`src/rtl/frame_fmt_pkg.sv`:
```
// rtl/frame_fmt_pkg.sv - frame format constants, field positions and parser state codes
// Purpose: the frame layout shared by the trigger frame generator and the parser.
// Contents: header/footer tags, bit positions of every header field, state codes,
//           error vector type and the header length range check.
package frame_fmt_pkg;

    localparam logic [7:0] HEADER_ID = 8'hAA;
    localparam logic [7:0] FOOTER_ID = 8'h55;

    // Header-1 / footer
    localparam int ID_MSB   = 63;
    localparam int ID_LSB   = 56;
    localparam int CH_MSB   = 55;
    localparam int CH_LSB   = 48;
    localparam int LEN_MSB  = 47;
    localparam int LEN_LSB  = 36;
    localparam int TSL_MSB  = 31;
    localparam int TSL_LSB  = 0;

    // Header-2
    localparam int TSH_MSB  = 63;
    localparam int TSH_LSB  = 48;
    localparam int BASE_MSB = 47;
    localparam int BASE_LSB = 36;
    localparam int THR_MSB  = 35;
    localparam int THR_LSB  = 23;

    typedef logic [2:0] state_t;

    localparam state_t ST_IDLE = 3'd0;
    localparam state_t ST_HDR2 = 3'd1;
    localparam state_t ST_DATA = 3'd2;
    localparam state_t ST_FTR  = 3'd3;
    localparam state_t ST_DROP = 3'd4;

    typedef struct packed {
        logic footer_bad;
        logic len_bad;
        logic hdr_bad;
    } err_t;

    function automatic logic len_ok(input logic [11:0] len, input int max_len);
        return (len != 12'd0) && (len <= 12'(max_len));
    endfunction

endpackage

```
`src/rtl/data_frame_parser_if.sv`:
```
// rtl/data_frame_parser_if.sv - frame input and sample output stream bundle
// Purpose: groups the trigger-side word stream (DIN/DIN_VALID/DIN_READY) and the
//          downstream sample stream (SAMPLE_DATA/VALID/READY/LAST).
// Modports: slave  - the parser (consumes DIN, produces SAMPLE_*)
//           master - the environment (produces DIN, consumes SAMPLE_*)
interface data_frame_parser_if #(
    parameter int DIN_WIDTH = 64
);
    logic [DIN_WIDTH-1:0] DIN;
    logic                 DIN_VALID;
    logic                 DIN_READY;
    logic [DIN_WIDTH-1:0] SAMPLE_DATA;
    logic                 SAMPLE_VALID;
    logic                 SAMPLE_READY;
    logic                 SAMPLE_LAST;

    modport master (
        output DIN, DIN_VALID, SAMPLE_READY,
        input  DIN_READY, SAMPLE_DATA, SAMPLE_VALID, SAMPLE_LAST
    );

    modport slave (
        input  DIN, DIN_VALID, SAMPLE_READY,
        output DIN_READY, SAMPLE_DATA, SAMPLE_VALID, SAMPLE_LAST
    );
endinterface

```
`src/rtl/frame_out_reg.sv`:
```
// rtl/frame_out_reg.sv - one-deep registered valid/ready output stage with last flag
// Purpose: holds one data word for the downstream consumer; a new word may be
//          loaded in the same cycle the held one is taken (full throughput).
// Ports: clk_i, rst_i (sync, active high), load_i/data_i/last_i (new word),
//        ready_i (downstream ready), data_o/valid_o/last_o (registered outputs),
//        can_load_o (register is empty or being drained this cycle).
module frame_out_reg #(
    parameter int DATA_WIDTH = 64
) (
    input  logic                  clk_i,
    input  logic                  rst_i,
    input  logic                  load_i,
    input  logic [DATA_WIDTH-1:0] data_i,
    input  logic                  last_i,
    input  logic                  ready_i,
    output logic [DATA_WIDTH-1:0] data_o,
    output logic                  valid_o,
    output logic                  last_o,
    output logic                  can_load_o
);
    logic [DATA_WIDTH-1:0] data_q;
    logic                  valid_q;
    logic                  last_q;

    assign can_load_o = ~valid_q | ready_i;

    always_ff @(posedge clk_i) begin
        if (rst_i) begin
            data_q  <= '0;
            valid_q <= 1'b0;
            last_q  <= 1'b0;
        end else if (load_i) begin
            data_q  <= data_i;
            valid_q <= 1'b1;
            last_q  <= last_i;
        end else if (ready_i) begin
            valid_q <= 1'b0;
            last_q  <= 1'b0;
        end
    end

    assign data_o  = data_q;
    assign valid_o = valid_q;
    assign last_o  = last_q;
endmodule

```
`src/rtl/data_frame_parser.sv`:
```
// rtl/data_frame_parser.sv - MinimumTrigger read-out frame parser (RD_CLK domain)
// Purpose: validates header-1 / header-2 / data / footer framing, extracts header
//          fields, forwards data words through a registered valid/ready stage and
//          reports per-frame errors with saturating good/error frame counters.
// Ports: RD_CLK, RD_RESET (sync, active high); bus (slave): DIN/DIN_VALID/DIN_READY in,
//        SAMPLE_DATA/VALID/READY/LAST out; HDR_VALID + CHANNEL_ID, TIMESTAMP, FRAME_LEN,
//        BASELINE, THRESHOLD header fields; FRAME_DONE; ERR {footer_bad,len_bad,hdr_bad};
//        FRAME_CNT, ERR_CNT.
module data_frame_parser
    import frame_fmt_pkg::*;
#(
    parameter int DIN_WIDTH              = 64,
    parameter int ADC_RESOLUTION_WIDTH   = 12,
    parameter int TIME_STAMP_WIDTH       = 48,
    parameter int FIRST_TIME_STAMP_WIDTH = 32,
    parameter int MAX_FRAME_LENGTH       = 50,
    parameter int CNT_WIDTH              = 16
) (
    input  logic                            RD_CLK,
    input  logic                            RD_RESET,
    data_frame_parser_if.slave              bus,
    output logic                            HDR_VALID,
    output logic [7:0]                      CHANNEL_ID,
    output logic [TIME_STAMP_WIDTH-1:0]     TIMESTAMP,
    output logic [11:0]                     FRAME_LEN,
    output logic [ADC_RESOLUTION_WIDTH-1:0] BASELINE,
    output logic [ADC_RESOLUTION_WIDTH:0]   THRESHOLD,
    output logic                            FRAME_DONE,
    output logic [2:0]                      ERR,
    output logic [CNT_WIDTH-1:0]            FRAME_CNT,
    output logic [CNT_WIDTH-1:0]            ERR_CNT
);
    logic [DIN_WIDTH-1:0] word;

    // Frame-in-progress context, latched from header-1
    state_t                            state_q, state_d;
    logic [7:0]                        hch_q, hch_d;
    logic [11:0]                       hlen_q, hlen_d;
    logic [FIRST_TIME_STAMP_WIDTH-1:0] htsl_q, htsl_d;
    logic [11:0]                       cnt_q, cnt_d;
    logic                              bad_run_q, bad_run_d;

    // Published header fields; only change together with HDR_VALID
    logic                              hdr_valid_q, hdr_valid_d;
    logic [7:0]                        chan_q, chan_d;
    logic [TIME_STAMP_WIDTH-1:0]       ts_q, ts_d;
    logic [11:0]                       flen_q, flen_d;
    logic [ADC_RESOLUTION_WIDTH-1:0]   base_q, base_d;
    logic [ADC_RESOLUTION_WIDTH:0]     thr_q, thr_d;
    logic                              done_q, done_d;
    err_t                              err_q, err_d;
    logic [CNT_WIDTH-1:0]              fcnt_q, fcnt_d;
    logic [CNT_WIDTH-1:0]              ecnt_q, ecnt_d;
    logic [CNT_WIDTH+1:0]              ecnt_sum;

    logic can_load;
    logic accept;
    logic load;
    logic last_word;
    logic is_hdr;
    logic is_ftr_ok;
    logic take_hdr;

    assign word      = bus.DIN;
    assign is_hdr    = (word[ID_MSB:ID_LSB] == HEADER_ID);
    assign is_ftr_ok = (word[ID_MSB:ID_LSB] == FOOTER_ID) && (word[CH_MSB:CH_LSB] == hch_q);

    // Ready is held low during reset so nothing is consumed while the parser is cleared.
    assign bus.DIN_READY = ~RD_RESET & ((state_q == ST_DATA) ? can_load : 1'b1);
    assign accept        = bus.DIN_VALID & bus.DIN_READY;
    assign load          = accept & (state_q == ST_DATA);
    assign last_word     = (cnt_q == hlen_q - 12'd1);

    frame_out_reg #(
        .DATA_WIDTH (DIN_WIDTH)
    ) u_out (
        .clk_i      (RD_CLK),
        .rst_i      (RD_RESET),
        .load_i     (load),
        .data_i     (word),
        .last_i     (last_word),
        .ready_i    (bus.SAMPLE_READY),
        .data_o     (bus.SAMPLE_DATA),
        .valid_o    (bus.SAMPLE_VALID),
        .last_o     (bus.SAMPLE_LAST),
        .can_load_o (can_load)
    );

    always_comb begin
        state_d     = state_q;
        hch_d       = hch_q;
        hlen_d      = hlen_q;
        htsl_d      = htsl_q;
        cnt_d       = cnt_q;
        bad_run_d   = bad_run_q;
        hdr_valid_d = 1'b0;
        chan_d      = chan_q;
        ts_d        = ts_q;
        flen_d      = flen_q;
        base_d      = base_q;
        thr_d       = thr_q;
        done_d      = 1'b0;
        err_d       = '0;
        take_hdr    = 1'b0;

        if (accept) begin
            case (state_q)
                ST_IDLE: begin
                    if (is_hdr) begin
                        take_hdr = 1'b1;
                    end else if (!bad_run_q) begin
                        // Report a run of garbage once, not per word.
                        err_d.hdr_bad = 1'b1;
                        bad_run_d     = 1'b1;
                    end
                end
                ST_DROP: begin
                    take_hdr = is_hdr;
                end
                ST_HDR2: begin
                    hdr_valid_d = 1'b1;
                    chan_d      = hch_q;
                    flen_d      = hlen_q;
                    ts_d        = {word[TSH_MSB:TSH_LSB], htsl_q};
                    base_d      = word[BASE_MSB:BASE_LSB];
                    thr_d       = word[THR_MSB:THR_LSB];
                    cnt_d       = 12'd0;
                    state_d     = ST_DATA;
                end
                ST_DATA: begin
                    cnt_d = cnt_q + 12'd1;
                    if (last_word) begin
                        state_d = ST_FTR;
                    end
                end
                ST_FTR: begin
                    state_d = ST_IDLE;
                    if (is_ftr_ok) begin
                        done_d = 1'b1;
                    end else begin
                        err_d.footer_bad = 1'b1;
                        // A header arriving where the footer should be starts the next frame.
                        take_hdr = is_hdr;
                    end
                end
                default: begin
                    state_d = ST_IDLE;
                end
            endcase
        end

        if (take_hdr) begin
            bad_run_d = 1'b0;
            if (len_ok(word[LEN_MSB:LEN_LSB], MAX_FRAME_LENGTH)) begin
                state_d = ST_HDR2;
                hch_d   = word[CH_MSB:CH_LSB];
                hlen_d  = word[LEN_MSB:LEN_LSB];
                htsl_d  = word[TSL_MSB:TSL_LSB];
            end else begin
                err_d.len_bad = 1'b1;
                state_d       = ST_DROP;
            end
        end

        fcnt_d = (done_d && !(&fcnt_q)) ? fcnt_q + 1'b1 : fcnt_q;

        // A bad footer that is also a bad header counts as two errored frames.
        ecnt_sum = {2'b00, ecnt_q} + (CNT_WIDTH+2)'(err_d.footer_bad)
                                   + (CNT_WIDTH+2)'(err_d.len_bad);
        ecnt_d   = (ecnt_sum > {2'b00, {CNT_WIDTH{1'b1}}}) ? '1 : ecnt_sum[CNT_WIDTH-1:0];
    end

    always_ff @(posedge RD_CLK) begin
        if (RD_RESET) begin
            state_q     <= ST_IDLE;
            hch_q       <= '0;
            hlen_q      <= '0;
            htsl_q      <= '0;
            cnt_q       <= '0;
            bad_run_q   <= 1'b0;
            hdr_valid_q <= 1'b0;
            chan_q      <= '0;
            ts_q        <= '0;
            flen_q      <= '0;
            base_q      <= '0;
            thr_q       <= '0;
            done_q      <= 1'b0;
            err_q       <= '0;
            fcnt_q      <= '0;
            ecnt_q      <= '0;
        end else begin
            state_q     <= state_d;
            hch_q       <= hch_d;
            hlen_q      <= hlen_d;
            htsl_q      <= htsl_d;
            cnt_q       <= cnt_d;
            bad_run_q   <= bad_run_d;
            hdr_valid_q <= hdr_valid_d;
            chan_q      <= chan_d;
            ts_q        <= ts_d;
            flen_q      <= flen_d;
            base_q      <= base_d;
            thr_q       <= thr_d;
            done_q      <= done_d;
            err_q       <= err_d;
            fcnt_q      <= fcnt_d;
            ecnt_q      <= ecnt_d;
        end
    end

    assign HDR_VALID  = hdr_valid_q;
    assign CHANNEL_ID = chan_q;
    assign TIMESTAMP  = ts_q;
    assign FRAME_LEN  = flen_q;
    assign BASELINE   = base_q;
    assign THRESHOLD  = thr_q;
    assign FRAME_DONE = done_q;
    assign ERR        = err_q;
    assign FRAME_CNT  = fcnt_q;
    assign ERR_CNT    = ecnt_q;
endmodule
```
`src/flat_wrapper.sv`:
```
// flat-port wrapper written by rule: the top's interface ports become plain ports
module data_frame_parser_flat import frame_fmt_pkg::*;
#(
    parameter int DIN_WIDTH              = 64,
    parameter int ADC_RESOLUTION_WIDTH   = 12,
    parameter int TIME_STAMP_WIDTH       = 48,
    parameter int FIRST_TIME_STAMP_WIDTH = 32,
    parameter int MAX_FRAME_LENGTH       = 50,
    parameter int CNT_WIDTH              = 16
)
  (RD_CLK, RD_RESET, HDR_VALID, CHANNEL_ID, TIMESTAMP, FRAME_LEN, BASELINE, THRESHOLD, FRAME_DONE, ERR, FRAME_CNT, ERR_CNT, bus_DIN, bus_DIN_VALID, bus_SAMPLE_READY, bus_DIN_READY, bus_SAMPLE_DATA, bus_SAMPLE_VALID, bus_SAMPLE_LAST);
  data_frame_parser_if #(.DIN_WIDTH(DIN_WIDTH)) bus_i ();
  input  logic RD_CLK;
  input  logic RD_RESET;
  output logic HDR_VALID;
  output logic [7:0] CHANNEL_ID;
  output logic [TIME_STAMP_WIDTH-1:0] TIMESTAMP;
  output logic [11:0] FRAME_LEN;
  output logic [ADC_RESOLUTION_WIDTH-1:0] BASELINE;
  output logic [ADC_RESOLUTION_WIDTH:0] THRESHOLD;
  output logic FRAME_DONE;
  output logic [2:0] ERR;
  output logic [CNT_WIDTH-1:0] FRAME_CNT;
  output logic [CNT_WIDTH-1:0] ERR_CNT;
  input wire logic [$bits(bus_i.DIN)-1:0] bus_DIN;
  input wire logic [$bits(bus_i.DIN_VALID)-1:0] bus_DIN_VALID;
  input wire logic [$bits(bus_i.SAMPLE_READY)-1:0] bus_SAMPLE_READY;
  output wire logic [$bits(bus_i.DIN_READY)-1:0] bus_DIN_READY;
  output wire logic [$bits(bus_i.SAMPLE_DATA)-1:0] bus_SAMPLE_DATA;
  output wire logic [$bits(bus_i.SAMPLE_VALID)-1:0] bus_SAMPLE_VALID;
  output wire logic [$bits(bus_i.SAMPLE_LAST)-1:0] bus_SAMPLE_LAST;
  assign bus_i.DIN = bus_DIN;
  assign bus_i.DIN_VALID = bus_DIN_VALID;
  assign bus_i.SAMPLE_READY = bus_SAMPLE_READY;
  assign bus_DIN_READY = bus_i.DIN_READY;
  assign bus_SAMPLE_DATA = bus_i.SAMPLE_DATA;
  assign bus_SAMPLE_VALID = bus_i.SAMPLE_VALID;
  assign bus_SAMPLE_LAST = bus_i.SAMPLE_LAST;
  data_frame_parser #(.DIN_WIDTH(DIN_WIDTH), .ADC_RESOLUTION_WIDTH(ADC_RESOLUTION_WIDTH), .TIME_STAMP_WIDTH(TIME_STAMP_WIDTH), .FIRST_TIME_STAMP_WIDTH(FIRST_TIME_STAMP_WIDTH), .MAX_FRAME_LENGTH(MAX_FRAME_LENGTH), .CNT_WIDTH(CNT_WIDTH)) u_core (.RD_CLK(RD_CLK), .RD_RESET(RD_RESET), .bus(bus_i), .HDR_VALID(HDR_VALID), .CHANNEL_ID(CHANNEL_ID), .TIMESTAMP(TIMESTAMP), .FRAME_LEN(FRAME_LEN), .BASELINE(BASELINE), .THRESHOLD(THRESHOLD), .FRAME_DONE(FRAME_DONE), .ERR(ERR), .FRAME_CNT(FRAME_CNT), .ERR_CNT(ERR_CNT));
endmodule
```
`config.mk`:
```
export PLATFORM = sky130hd
export DESIGN_NAME = data_frame_parser_flat
export DESIGN_NICKNAME = d
export VERILOG_FILES = /design/src/rtl/frame_fmt_pkg.sv /design/src/rtl/data_frame_parser_if.sv /design/src/rtl/frame_out_reg.sv /design/src/rtl/data_frame_parser.sv /design/src/flat_wrapper.sv
export SDC_FILE = /design/constraint.sdc
export NUM_CORES = 1
export LEC_CHECK = 0
export BUFFER_PORTS_ARGS = -buffer_cell sky130_fd_sc_hd__buf_2
export CORE_MARGIN = 2
export CORE_UTILIZATION = 54
export CTS_BUF_LIST = sky130_fd_sc_hd__clkbuf_2 sky130_fd_sc_hd__clkbuf_4 sky130_fd_sc_hd__clkbuf_8
export DETAILED_ROUTE_END_ITERATION = 10
export HOLD_SLACK_MARGIN = 0.03
export PLACE_DENSITY = 0.84
export SYNTH_ARGS = -nofsm -noshare
export SYNTH_HDL_FRONTEND = slang
export SYNTH_HIERARCHICAL = 1
export SYNTH_SLANG_ARGS = --single-unit
```
`constraint.sdc`:
```
create_clock -name RD_CLK -period 3.8 [get_ports RD_CLK]
set_input_delay 0.57 -clock RD_CLK [delete_from_list [all_inputs] [get_ports RD_CLK]]
set_output_delay 0.57 -clock RD_CLK [all_outputs]
set_load 0.03 [all_outputs]
```
### Word-level counts from Yosys, hierarchy flattened

Cells that the tools add are included.

| storage, ports and cells | value |
|---|---|
| register bits after elaboration | 264 |
| input port bits | 68 |
| output and inout port bits | 197 |
| word-level logic and storage cells | 91 |

| cells by class | value |
|---|---|
| add/sub/neg operators | 5 |
| magnitude comparators | 2 |
| equality and inequality tests | 10 |
| multiplexer cells | 25 |
| bitwise operators | 9 |
| reductions and logical operators | 19 |

Operators by type and width:

| cell | number |
|---|---|
| 12-bit one-hot mux with 2 select lines | 1 |
| 18-bit by 1-bit adder with 18-bit output | 1 |
| 18-bit by 16-bit greater-than comparator with 1-bit output (second input constant) | 1 |
| 16-bit by 1-bit adder with 17-bit output | 1 |
| 1-bit 2-to-1 mux | 17 |
| 16-bit by 1-bit adder with 16-bit output (second input constant) | 1 |
| 16-bit 2-to-1 mux | 1 |
| 16-bit AND reduction | 1 |
| 12-bit by 1-bit adder with 12-bit output (second input constant) | 1 |
| 12-bit equality test | 1 |
| 12-bit by 6-bit less-or-equal comparator with 1-bit output (second input constant) | 1 |
| 3-bit 2-to-1 mux | 4 |
| 12-bit nonzero test | 1 |
| 12-bit by 1-bit subtractor with 12-bit output (second input constant) | 1 |
| 3-bit one-hot mux with 3 select lines | 1 |
| 8-bit by 7-bit equality test with 1-bit output (second input constant) | 1 |
| 8-bit equality test | 1 |
| 8-bit equality test (second input constant) | 1 |
| 3-bit by 2-bit equality test with 1-bit output (second input constant) | 2 |
| 2-bit AND reduction | 3 |
| 3-bit AND reduction | 2 |
| 2-bit nonzero test | 3 |
| 2-bit OR reduction | 3 |
| 1-bit NOT | 5 |
| 11 further kinds | 15 |

### Depth between registers and ports, before layout

Gate-level depths: netlist (run 1).

| logic depth | value |
|---|---|
| depth after elaboration | 10 |
| depth in mapped cells | 14 |

### Hierarchy

Netlist (run 1), hierarchy kept.

Modules (own cells, without submodules):

| module | instances | cells an instance | area each (sq um) | seq. area each (sq um) |
|---|---|---|---|---|
| data_frame_parser | 1 | 989 | 7890.1 | 3963.8 |
| frame_out_reg | 1 | 215 | 2383.5 | 1321.3 |

### Least setup slack after synthesis (run 1)

Ideal clock, no wire load.

| path | value |
|---|---|
| path kind | input to register |
| from | in bus_DIN[59] |
| to | reg u_core.ecnt_q[15], in the netlist u_core/ERR_CNT[15] |
| data arrival time | 3.296 ns |
| path slack | 0.376 ns |
| stages | 14 |
| buffers on the path | 0 |
| path through | nor4bb_1 -> nand2_1 -> nor3_1 -> nor2_1 -> o21ai_0 -> nor2_1 -> fa_1 -> ha_1 -> nand3_1 -> nor3_1 -> and2_1 -> or4b_2 -> o21ai_0 -> nor2_1 |

RTL lines:

| what | line | source |
|---|---|---|
| start, declared | flat_wrapper.sv:25 | `input wire logic [$bits(bus_i.DIN)-1:0] bus_DIN;` |
| end signal, assigned | data_frame_parser.sv:207 | `ecnt_q <= ecnt_d;` |
| end, declared | data_frame_parser.sv:53 | `logic [CNT_WIDTH-1:0] ecnt_q, ecnt_d;` |

==> results of run 1 <==
==> layout make-up <==
| class | instances | area (sq um) | area share, % |
|---|---|---|---|
| repair buffers | 293 | 1610 | 12.66 |
| well taps | 234 | 292.8 | 2.302 |
| clock buffers | 66 | 833.3 | 6.552 |
| multi-input cells | 847 | 4546 | 35.74 |
| inverters | 15 | 58.81 | 0.4624 |
| clock inverters | 7 | 92.59 | 0.7280 |
| flip-flops and latches | 264 | 5285 | 41.55 |
==> cells by family (layout without fill, tap and decap cells) <==
group           count (synthesis)  in the layout  synth area share, %
compound gates                198            198                10.13
flops                         264            264                51.44
xor+xnor                       46             46                3.922
simple gates                  527            527                22.35
fa+ha+maj                       5              5               0.6820
mux                            71             71                6.978
buf+inv                        93            381                4.494
==> sequential cells by signal (all words and copies together) (netlist names), 3 cells and up <==
signal / flops
u_core/BASELINE: 12
u_core/CHANNEL_ID: 8
u_core/ERR: 3
u_core/ERR_CNT: 16
u_core/FRAME_CNT: 16
u_core/FRAME_LEN: 12
u_core/THRESHOLD: 13
u_core/TIMESTAMP: 48
u_core/cnt_q: 12
u_core/hch_q: 8
u_core/hlen_q: 12
u_core/htsl_q: 32
u_core/state_q: 3
u_core/u_out/data_o: 64
==> worst max-delay path, stage by stage, from the launching register on <==
cell	delay (ns)
dfxtp_1	0.48
or3b_1	0.43
or2_1	0.27
nor2_1	0.16
o21ai_0	0.11
buf_4	0.16
nor2_1	0.13
fa_1	0.27
nand4_1	0.15
nor3_1	0.24
nand2_1	0.14
or4b_2	0.61
o21ai_0	0.10
nor2_1	0.05
==> placed cells by master (no fill, tap or decap), types with 16 or more instances in the layout <==
| cell | Yosys | layout |
|---|---|---|
| a21oi_1 | 170 | 170 |
| xnor2_1 | 35 | 35 |
| mux2i_1 | 66 | 66 |
| nor2_1 | 121 | 121 |
| nand2_1 | 307 | 307 |
| dfxtp_1 | 264 | 264 |
| nand3_1 | 16 | 16 |
| buf_4 | 3 | 24 |
| buf_2 | 2 | 263 |
| clkbuf_8 | 0 | 55 |
==> layer usage <==
layer,GRT usage (%),part of all wire [%],up-vias
met1,32.52,42,4359
met2,45.84,49,341
met3,6.191,7.3,45
met4,7.842,2.1,0
met5,0,0,-
li1,-,-,4520
==> metrics by stage <==
stage | hold slack (ns) | total power [mW]
after global routing | 0.2691 | 5.708
after CTS | 0.2583 | 5.564
final | 0.2824 | 5.517
after floorplan | 0.4321 | 2.884
after global placement | 0.4370 | 2.959
after detailed placement | 0.4427 | 2.959
==> final timing paths <==
| check | from | endpoint | slack [ns] | cells after the start |
|---|---|---|---|---|
| max | u_core/state_q[0] | u_core/ERR_CNT[15] | 0.36 | 13 |
| min reg2reg | u_core/FRAME_LEN[6] | u_core/FRAME_LEN[6] | 0.45 | 2 |
| max reg2reg | u_core/state_q[0] | u_core/ERR_CNT[15] | 0.36 | 13 |
| min | bus_DIN[17] | u_core/htsl_q[17] | 0.28 | 3 |
==> power by group <==
part / switching [mW] / internal [mW] / total [mW]
clock: 1.08 / 1.53 / 2.62
sequential: 0.000538 / 2.77 / 2.77
combinational: 0.0872 / 0.0433 / 0.131
==> reports/results.env, run 1 <==
FP.DIEH_MICRONS=141.9
GPL.FINAL_WEIGHTED_CONGESTION=0.8688
COUNT_OF_MAXIMUM_CAPACITANCE_VIOLATIONS=0
WORST_PIN_SLEW_NS=1.063
DP_HPWL_MICRONS=18140
CRITPATHCAPTURETYPE='register'
ANTENNA_CELLS_INSERTED=0
BUFFER_PORTS.INSERTED=264
DRT_ITER0_DRC=613
POST-ROUTE-CELL-AREA_SQ_MM=0.01272
DR.PASS1.ITERS=6
CTSRESIZECOUNT=0
FINAL_LAYOUT_SIZE_SUFFIX_GT1_SHARE_PCT=26.27
REPORT.FINAL.HOLD_VIOL_COUNT=0
POSTLAYOUTSETUPSLACKWORST_NS=0.3645
PLACEDINSTANCEAREA_SQ_MM=0.01179
CLK_ROOT_BUFFER_CELL='clkbuf_8'
DETAILEDPLACE.WORSTSLACK_NS=-0.05463
PIN_COUNT_OF_THE_BIGGEST_NET_ENTERING_GLOBAL_ROUTING=259
NUMPLACEDINSTANCES=1653
POSTSYNTH.ASYNCRESETSHARE_PCT=0
VIA_COUNT=9265
OUTCOME='finished, final reports clean'
WORST-ENDPOINT-REQUIRED_NS=4.19
YOSYSWARNINGCOUNT=6
GLOBALROUTETOTALUTIL_PCT=26.32
CTS_SETUP_BUFFERS=0
POSTSYNTHCELLCOUNT=1204
POWER_DENSITY_mW_PER_MM2=433.8
ANTENNA_FOUND_INITIAL=0
POST-ROUTE-PERIOD-UTIL_PCT=90.41
ACHIEVABLE-FREQUENCY_MHz=291.1
VIA_COUNT_OF_THE_FIRST_GLOBAL_ROUTING_PASS=8784
SYNTH_SEQUENTIAL_AREA_RATIO_PCT=51.44
CATEGORY_OF_THE_CRITICAL_SETUP_TIMING_PATH='register to register'
CLOCK_LATENCY_NS=0.54
SYNTH.MOST_COMMON_CELL='nand2_1'
STARTPOINT_KIND_OF_THE_WORST_SETUP_TIMING_PATH='register'
DRT-WIRELENGTH-PER-CELL_MICRONS=15.78
HTREEDEPTH=2
SYNTH_COMMON_CELLS='nand2_1, dfxtp_1, a21oi_1, nor2_1, mux2i_1'
GRT_FIRST_PASS_WIRELENGTH_MICRONS=43310
CELL_TYPES_OCCUPYING_THE_MOST_AREA_AFTER_SYNTHESIS='dfxtp_1, nand2_1, a21oi_1'
POWER.LEAKAGE_nW=5.193
POSTSYNTHREGISTERBITS=264
HOLD_REMOVAL_PATH_CLASS='input port to register'
ROUTE.DETAILED.VIAS_PER_INST=5.368
CRITPATHMAXFANOUT=8
EDFF_COUNT_SYNTH=0
NETS_IN_THE_SYNTHESIZED_NETLIST=1277
FINALCRITICALPERIOD_NS=3.435
CTS-BUFFERS-INSERTED=43
GLOBAL_ROUTE.OVERFLOW_TOTAL=0
CTS.SINK_COUNT=264
SETUP_VIOL_COUNT_FINAL=0
YOSYSTOPAREACELL='dfxtp_1'
LAYOUT.CORE_UTILIZATION_PCT=67.99
STARTING_DENSITY_OF_THE_CORE_PCT=54.92
DESIGN.FINAL.NETS=1537
WORST_EP_ARRIVAL_TIME_NS=3.82
DIE_W_MICRONS=141.9
CLK_PIN_SLEW_NS=0.06
TIMING.SLEW.HEADROOM_PCT=29.13
SYNTH_TOP_AREA_SHARE_PCT=51.44
NUM_IO_PINS=265
POST_CTS_HOLD_BUFFER_COUNT=0
CTS-ROOT-TO-SINK-BUFFERS=3
FLOORPLAN.CORE_AREA_SQ_MM=0.01871
CLOCK_TREE_FROM_TRITONCTS='done'
TNS_NS=0
NUMBER_OF_INSERTED_FILLER_CELLS_IN_THE_FINAL_LAYOUT=1541
DRT-TOTAL-WL_MICRONS=27240
POST_SYNTH_NUM_CELL_TYPES=57
LAYOUT.CELLS.NON_FILLER=1726
SYN-MEAN-INSTANCE-AREA_SQ_UM=8.533
SYNTHFLOPTYPE='dfxtp_1'
SYNTHTOLAYOUTAREAGROWTH_PCT=23.80
IRDROPWORSTVDD_uV=379.1
TIMING_MAX_TRANSITION_VIOLATIONS_FINAL=0
REMAINING_DRC_ERRORS=0
DIE_AREA_SQ_MM=0.02014
DETAIL-ROUTE-ANTENNA-NETS=0
FINAL.SETUP_SKEW_NS=0.02059
GRT_SETUP_UNREPAIRED='no'
STD_CELL_ROWS=50
SYNTHESIS.AREA_SQ_MM=0.01027
Note: power is estimated with default switching activity, not from simulation.
==> inputs of run 2 (changes only) <==
--- a/config.mk
+++ b/config.mk
@@ -11,6 +11,7 @@
 export CTS_BUF_LIST = sky130_fd_sc_hd__clkbuf_2 sky130_fd_sc_hd__clkbuf_4 sky130_fd_sc_hd__clkbuf_8
 export DETAILED_ROUTE_END_ITERATION = 10
 export HOLD_SLACK_MARGIN = 0.03
+export MAX_ROUTING_LAYER = met4
 export PLACE_DENSITY = 0.84
 export SYNTH_ARGS = -nofsm -noshare
 export SYNTH_HDL_FRONTEND = slang
==> reports/results.env, run 2 (synthesized netlist as in run 1, its figures left out) <==
SETUP_VIOL_COUNT_FINAL=0  # unchanged
CTS_SETUP_BUFFERS=0  # unchanged
RR_ENDPOINT='u_core/ERR_CNT[15]'
CTS.SINK_COUNT=264  # unchanged
CLK_PIN_SLEW_NS=0.06  # about the same
DRT-TOTAL-WL_MICRONS=27210  # -0.12%
DIE_W_MICRONS=141.9  # unchanged
POST_CTS_HOLD_BUFFER_COUNT=0  # unchanged
MET2_WIRELENGTH_MICRONS=13290  # -0.23%
DP_HPWL_MICRONS=18140  # unchanged
COUNT_OF_MAXIMUM_CAPACITANCE_VIOLATIONS=0  # unchanged
CTS-BUFFERS-INSERTED=43  # unchanged
ROUTEDLENGTHMET1_MICRONS=11480  # +1.3%
GRT_SETUP_UNREPAIRED='no'
POST-ROUTE-PERIOD-UTIL_PCT=89.74  # -0.67 points
CLK_ROOT_BUFFER_CELL='clkbuf_8'
NUM_IO_PINS=265  # unchanged
CRITICAL_PATH.STARTPOINT='u_core/state_q[0]'
TIMING.SLEW.HEADROOM_PCT=28.36  # -0.77 points
ANTENNA_FOUND_INITIAL=0  # unchanged
POWER.TOTAL_mW=5.519  # about the same
FINAL_LAYOUT_SIZE_SUFFIX_GT1_SHARE_PCT=26.27  # unchanged
DETAILEDPLACE.WORSTSLACK_NS=-0.05463  # unchanged
GPL.FINAL_WEIGHTED_CONGESTION=0.8829  # +1.6%
DIE_AREA_SQ_MM=0.02014  # unchanged
CTSRESIZECOUNT=0  # unchanged
WORST_EP_ARRIVAL_TIME_NS=3.79  # -0.03 ns
DESIGN.FINAL.NETS=1537  # unchanged
HTREEDEPTH=2  # unchanged
ROUTE.DETAILED.VIAS_PER_INST=5.355  # -0.24%
VIA_COUNT=9243  # -0.24%
CTS-ROOT-TO-SINK-BUFFERS=3  # unchanged
FLOORPLAN.CORE_AREA_SQ_MM=0.01871  # unchanged
GLOBALROUTETOTALUTIL_PCT=27.10  # +0.78 points
GLOBAL_ROUTE.OVERFLOW_TOTAL=0  # unchanged
ACHIEVABLE-FREQUENCY_MHz=293.2  # +0.74%
CLOCK_LATENCY_NS=0.54  # about the same
HOLD_REMOVAL_PATH_CLASS='input port to register'
REG2REG_FROM='u_core/state_q[0]'
STD_CELL_ROWS=50  # unchanged
OUTCOME='finished, final reports clean'
LAYOUT.CELLS.NON_FILLER=1726  # unchanged
VIA_COUNT_OF_THE_FIRST_GLOBAL_ROUTING_PASS=8805  # +0.24%
CRITPATHMAXFANOUT=8  # unchanged
POWER_DENSITY_mW_PER_MM2=433.9  # about the same
POSTLAYOUTSETUPSLACKWORST_NS=0.3898  # +0.02531 ns
FP.DIEH_MICRONS=141.9  # unchanged
IRDROPWORSTVDD_uV=378.0  # -0.31%
DR_WL_MET3_MICRONS=1821  # -8.8%
FINAL.SETUP_SKEW_NS=0.02064  # +0.00004930 ns
REPORT.FINAL.HOLD_VIOL_COUNT=0  # unchanged
ANTENNA_CELLS_INSERTED=0  # unchanged
NUMPLACEDINSTANCES=1653  # unchanged
MINIMUM_SETUP_SLACK_AMONG_REG_TO_REG_PATHS_NS=0.39  # +0.03 ns
DRT-WIRELENGTH-PER-CELL_MICRONS=15.76  # -0.12%
PIN_COUNT_OF_THE_BIGGEST_NET_ENTERING_GLOBAL_ROUTING=259  # unchanged
LAYOUT_COMMONEST_CELL='nand2_1'
FIN_HOLD_WS_NS=0.2809  # -0.001485 ns
MOST_USED_CELLS_IN_THE_LAYOUT_EXCLUDING_FILL_AND_TAP_CELLS='nand2_1, dfxtp_1, buf_2'
DETAIL-ROUTE-ANTENNA-NETS=0  # unchanged
CLOCK_TREE_FROM_TRITONCTS='done'
STARTPOINT_KIND_OF_THE_WORST_SETUP_TIMING_PATH='register'
LARGEST_REGISTER_FFS=64  # unchanged
GRT_FIRST_PASS_WIRELENGTH_MICRONS=43230  # -0.19%
BUFFER_PORTS.INSERTED=264  # unchanged
POWER.LEAKAGE_nW=5.193  # unchanged
CATEGORY_OF_THE_CRITICAL_SETUP_TIMING_PATH='register to register'
WORSTREGTOREGCELLS=13  # unchanged
STARTING_DENSITY_OF_THE_CORE_PCT=54.92  # unchanged
CRITPATHCAPTURE='u_core/ERR_CNT[15]'
TIMING_MAX_TRANSITION_VIOLATIONS_FINAL=0  # unchanged
DR.PASS1.ITERS=5  # -1
WORST-ENDPOINT-REQUIRED_NS=4.18  # about the same
DRT_ITER0_DRC=643  # +4.9%
FINALCRITICALPERIOD_NS=3.410  # -0.02531 ns
WORST_PIN_SLEW_NS=1.075  # +0.01153 ns
REMAINING_DRC_ERRORS=0  # unchanged
ROUTE.TOP_LAYER_USED='met4'
CRITPATHCAPTURETYPE='register'
SYNTHTOLAYOUTAREAGROWTH_PCT=23.80  # unchanged
## run 2: routing by layer
metal  global-route usage, %  vias to the layer above
li1                        -                     4514
met1                   32.99                     4353
met2                   45.81                      331
met3                   5.316                       45
met4                   8.105                        0
met5                       -                        -
## run 2: area by class of cell
type | instances | area, sq um
multi-input cells | 847 | 4546
well taps | 234 | 292.8
flip-flops and latches | 264 | 5285
inverters | 15 | 58.81
fillers | 1541 | 5987
clock inverters | 7 | 92.59
repair buffers | 293 | 1610
clock buffers | 66 | 833.3
## run 2: worst min path at each step
| stage | start | to | slack, ns | depth (start not counted) |
|---|---|---|---|---|
| floorplan | u_core/htsl_q[0] | u_core/htsl_q[0] | 0.43 | 2 |
| global placement | u_core/htsl_q[29] | u_core/TIMESTAMP[29] | 0.44 | 2 |
| detailed placement | u_core/htsl_q[19] | u_core/TIMESTAMP[19] | 0.44 | 2 |
| CTS | bus_DIN[17] | u_core/htsl_q[17] | 0.26 | 3 |
| global route | bus_DIN[17] | u_core/htsl_q[17] | 0.27 | 3 |
| finish | bus_DIN[17] | u_core/htsl_q[17] | 0.28 | 3 |
## run 2: critical path: stages (launching register included)
cell and delay [ns]:
dfxtp_1 0.48, or3b_1 0.43, or2_1 0.27, nor2_1 0.16
o21ai_0 0.11, buf_4 0.16, nor2_1 0.13, fa_1 0.27
nand4_1 0.14, nor3_1 0.23, nand2_1 0.14, or4b_2 0.61
o21ai_0 0.09, nor2_1 0.05
## run 2: through the flow
stage                     TNS (ns)  utilization, %  instance area, sq um
after floorplan                  0               -                 10270
after global placement           0           63.04                 11790
after detailed placement  -0.05463           63.04                 11790
after CTS                        0           67.99                 12720
after global routing             0           67.99                 12720
final                            0           67.99                 12720
## run 2: power by group
part	internal (mW)	switching [mW]	leakage [nW]
clock network	1.53	1.09	0.493
registers	2.77	0.000524	2.13
logic	0.0433	0.0874	2.57
total	4.34	1.17	5.19
==> inputs of run 3 (changes only) <==
--- a/config.mk
+++ b/config.mk
@@ -5,6 +5,7 @@
 export SDC_FILE = /design/constraint.sdc
 export NUM_CORES = 1
 export LEC_CHECK = 0
+export ABC_AREA = 1
 export BUFFER_PORTS_ARGS = -buffer_cell sky130_fd_sc_hd__buf_2
 export CORE_MARGIN = 2
 export CORE_UTILIZATION = 54
==> reports/results.env, run 3 <==
POWER_SWITCHING_SHARE_PCT=22.15  # +0.87 points
SYNTH_COMMON_CELLS='nor2_1, dfxtp_1, nand2_1, o21ai_0, a21oi_1'
TIMING_MAX_TRANSITION_VIOLATIONS_FINAL=0  # unchanged
CATEGORY_OF_THE_CRITICAL_SETUP_TIMING_PATH='register to register'
DESIGN.FINAL.NETS=1734  # +13%
NUM_IO_PINS=265  # unchanged
EDFF_COUNT_SYNTH=0  # unchanged
POWER_DENSITY_mW_PER_MM2=423.0  # -2.5%
WORST_PIN_SLEW_NS=1.015  # -0.05995 ns
CRITPATHMAXFANOUT=7  # -1
SYNTH_SEQUENTIAL_AREA_RATIO_PCT=49.29  # -2.1 points
ACHIEVABLE-FREQUENCY_MHz=296.4  # +1.1%
NUMPLACEDINSTANCES=1882  # +14%
GLOBALROUTEMET2UTIL_PCT=46.93  # +1.1 points
YOSYSWARNINGCOUNT=6  # unchanged
RR_ENDPOINT='u_core/ERR_CNT[14]'
DRT-WIRELENGTH-PER-CELL_MICRONS=15.73  # -0.23%
OUTCOME='finished, final reports clean'
GPL.FINAL_WEIGHTED_CONGESTION=0.9249  # +4.8%
POSTSYNTH.ASYNCRESETSHARE_PCT=0  # unchanged
LAYOUT.CORE_UTILIZATION_PCT=66.99  # -1.0 points
LARGEST_REGISTER_FFS=64  # unchanged
CLK_PIN_SLEW_NS=0.06  # about the same
DRT_ITER0_DRC=820  # +28%
HOLD_PATH_STARTPOINT='bus_DIN[4]'
CLK_ROOT_BUFFER_CELL='clkbuf_8'
REMAINING_DRC_ERRORS=0  # unchanged
VIA_COUNT_OF_THE_FIRST_GLOBAL_ROUTING_PASS=10023  # +14%
DETAIL-ROUTE-ANTENNA-NETS=0  # unchanged
COUNT_OF_MAXIMUM_CAPACITANCE_VIOLATIONS=0  # unchanged
CTS.SINK_COUNT=264  # unchanged
MULTIINPUTGATEAREA_SQ_MM=0.004738  # +4.2%
LAYOUT_COMMONEST_CELL='nor2_1'
FINAL_LAYOUT_SIZE_SUFFIX_GT1_SHARE_PCT=25.38  # -0.89 points
GRT_UTIL_MET3_PCT=6.384  # +1.1 points
MET1_USAGE_PCT=35.58  # +2.6 points
POST_SYNTH_NUM_CELL_TYPES=40  # -30%
DRT-TOTAL-WL_MICRONS=30810  # +13%
FP.DIEH_MICRONS=144.9  # +2.1%
POST-ROUTE-PERIOD-UTIL_PCT=88.78  # -0.96 points
HOLD-PATH-ENDPOINT='u_core/u_out/data_o[4]'
VIA_COUNT=10460  # +13%
POWER.TOTAL_mW=5.515  # about the same
HTREEDEPTH=2  # unchanged
STD_CELL_ROWS=51  # +2.0%
LAYOUT.CELLS.NON_FILLER=1959  # +13%
HOLD_REMOVAL_PATH_CLASS='input port to register'
POWER.SWITCHING_mW=1.222  # +4.0%
SYNTHTOLAYOUTAREAGROWTH_PCT=21.60
SYNTH_TOP_AREA_SHARE_PCT=49.29  # -2.1 points
DR.PASS1.ITERS=5  # unchanged
WORST-ENDPOINT-REQUIRED_NS=4.26  # +0.08 ns
POSTSYNTHCELLCOUNT=1414  # +17%
ROUTE.DETAILED.VIAS_PER_INST=5.339  # -0.29%
GRT_BUSIEST_LAYER='met2'
FINAL.SETUP_SKEW_NS=0.01330  # -0.007341 ns
FLOORPLAN.CORE_AREA_SQ_MM=0.01946  # +4.0%
CTS-ROOT-TO-SINK-BUFFERS=3  # unchanged
GLOBALROUTETOTALUTIL_PCT=29.08  # +2.0 points
SHARE_SEQ_OF_TOTAL_POWER_PCT=50.3  # about the same
STARTPOINT_KIND_OF_THE_WORST_SETUP_TIMING_PATH='register'
CTS_SETUP_BUFFERS=0  # unchanged
MINIMUM_SETUP_SLACK_AMONG_REG_TO_REG_PATHS_NS=0.43  # +0.04 ns
BUFFER_PORTS.INSERTED=264  # unchanged
TNS_NS=0  # unchanged
SYNTH.MOST_COMMON_CELL='nor2_1'
SEQ_AREA_SQ_MM=0.005285  # unchanged
MOST_USED_CELLS_IN_THE_LAYOUT_EXCLUDING_FILL_AND_TAP_CELLS='nor2_1, buf_2, dfxtp_1'
POWER.INTERNAL_mW=4.294  # -1.2%
DP_HPWL_MICRONS=20320  # +12%
SYNTHESIS.AREA_SQ_MM=0.01072  # +4.4%
SETUP_VIOL_COUNT_FINAL=0  # unchanged
IRDROPWORSTVDD_uV=277.2  # -27%
GRT_FIRST_PASS_WIRELENGTH_MICRONS=49560  # +15%
CLOCK_TREE_FROM_TRITONCTS='done'
POSTSYNTHREGISTERBITS=264  # unchanged
ANTENNA_FOUND_INITIAL=0  # unchanged
WORST_EP_ARRIVAL_TIME_NS=3.84  # +0.05 ns
MIN_PATH_CELLS=3  # unchanged
CTS-BUFFERS-INSERTED=42  # -2.3%
COMB_POWER_SHARE_PCT=2.8  # +0.4 points
FINALCRITICALPERIOD_NS=3.374  # -0.03656 ns
SYNTHFLOPTYPE='dfxtp_1'
YOSYSTOPAREACELL='dfxtp_1'
PIN_COUNT_OF_THE_BIGGEST_NET_ENTERING_GLOBAL_ROUTING=116  # -55%
REG2REG_FROM='u_core/state_q[2]'
NUMBER_OF_INSERTED_FILLER_CELLS_IN_THE_FINAL_LAYOUT=1638  # +6.3%
STARTING_DENSITY_OF_THE_CORE_PCT=55.09  # +0.17 points
GLOBAL_ROUTE.OVERFLOW_TOTAL=0  # unchanged
DIE_W_MICRONS=144.9  # +2.1%
GRT_SETUP_UNREPAIRED='no'
POWER.LEAKAGE_nW=6.199  # +19%
SYN-MEAN-INSTANCE-AREA_SQ_UM=7.582  # -11%
CRITPATHCAPTURETYPE='register'
PWR-SHARE-CLK_PCT=46.9  # -0.5 points
TIMING.SLEW.HEADROOM_PCT=32.36  # +4.0 points
CELL_TYPES_OCCUPYING_THE_MOST_AREA_AFTER_SYNTHESIS='dfxtp_1, nor2_1, o21ai_0'
WORSTREGTOREGCELLS=18  # +5
ANTENNA_CELLS_INSERTED=0  # unchanged
REPORT.FINAL.HOLD_VIOL_COUNT=0  # unchanged
DIE_AREA_SQ_MM=0.02100  # +4.2%
NETS_IN_THE_SYNTHESIZED_NETLIST=1487  # +16%
CLOCK_LATENCY_NS=0.53  # about the same
==> run 3: changes by cell type after synthesis, moves of 19 or more <==
cell / delta
nor2_1: +171
o21ai_0: +153
nand2_1: -97
mux2i_1: -66
a21oi_1: -61
inv_1: +56
nor2_2: +49
nand3_1: +26
xnor2_1: -23
clkbuf_1: -19
==> run 3: logic make-up (layout without fill, tap and decap cells) <==
family / Yosys count / count (layout) / share of synthesized area [%]
simple gates: 660 / 660 / 26.54
compound gates: 299 / 299 / 14.34
flops: 264 / 264 / 49.29
buf+inv: 154 / 434 / 6.558
xor+xnor: 32 / 32 / 2.614
fa+ha+maj: 5 / 5 / 0.6535
==> run 3: how the worst max path moves through the flow <==
stage,startpoint,endpoint,depth (start not counted)
floorplan,bus_SAMPLE_READY,u_core/ERR_CNT[14],21
global placement,bus_DIN[48],u_core/ERR_CNT[14],21
detailed placement,bus_SAMPLE_READY,u_core/ERR_CNT[14],22
CTS,u_core/state_q[2],u_core/ERR_CNT[14],19
global route,u_core/hch_q[7],u_core/ERR_CNT[14],19
finish,u_core/state_q[2],u_core/ERR_CNT[14],18
==> run 3: what timing repair did <==
action / in CTS / in global routing
hold endpoints to repair: 0 / 0
resized for setup: 0 / 1
hold buffers: 0 / 0
setup endpoints to repair: 0 / 1
==> run 3: final cells by class <==
type / instances / share of cell area [%]
multi-input cells: 996 / 36.34
repair buffers: 276 / 11.11
clock inverters: 7 / 0.3071
clock buffers: 70 / 6.814
well taps: 265 / 2.543
inverters: 81 / 2.342
flip-flops and latches: 264 / 40.54
==> run 3: layer usage <==
metal,up-vias,wire length (microns)
met5,-,0
li1,5079,-
met4,0,1050
met1,4846,12910
met2,453,14530
met3,82,2320
==> run 3: power groups by stage <==
| stage | Sequential [mW] | Combinational [mW] | Clock (mW) |
|---|---|---|---|
| final | 2.77 | 0.156 | 2.59 |
| after global routing | 2.77 | 0.168 | 2.75 |
| after CTS | 2.77 | 0.154 | 2.62 |
| after detailed placement | 2.83 | 0.153 | 0 |
| after global placement | 2.83 | 0.150 | 0 |
| after floorplan | 2.84 | 0.0632 | 0 |
==> run 3: worst max-delay path, stage by stage (launching register included) <==
cell	delay (ns)
dfxtp_1	0.45
nor3_2	0.14
a21oi_4	0.18
nand2_4	0.12
inv_2	0.12
nand2_1	0.07
a211oi_1	0.32
fa_1	0.26
ha_1	0.22
nand2_1	0.08
nor2_1	0.19
nand2_1	0.09
nor3_2	0.20
nand2_1	0.15
nor3_1	0.26
nand4_1	0.20
nand2_1	0.11
nor2_1	0.04
nor2_1	0.07
==> run 3: per-stage QoR <==
stage | setup slack, ns | area [sq um] | hold slack, ns
after floorplan | 0.5146 | 10720 | 0.3899
after global placement | 0.3671 | 12100 | 0.4019
after detailed placement | 0.1989 | 12100 | 0.4038
after CTS | 0.4931 | 13030 | 0.2598
after global routing | 0.09306 | 13040 | 0.2709
final | 0.4264 | 13040 | 0.2810
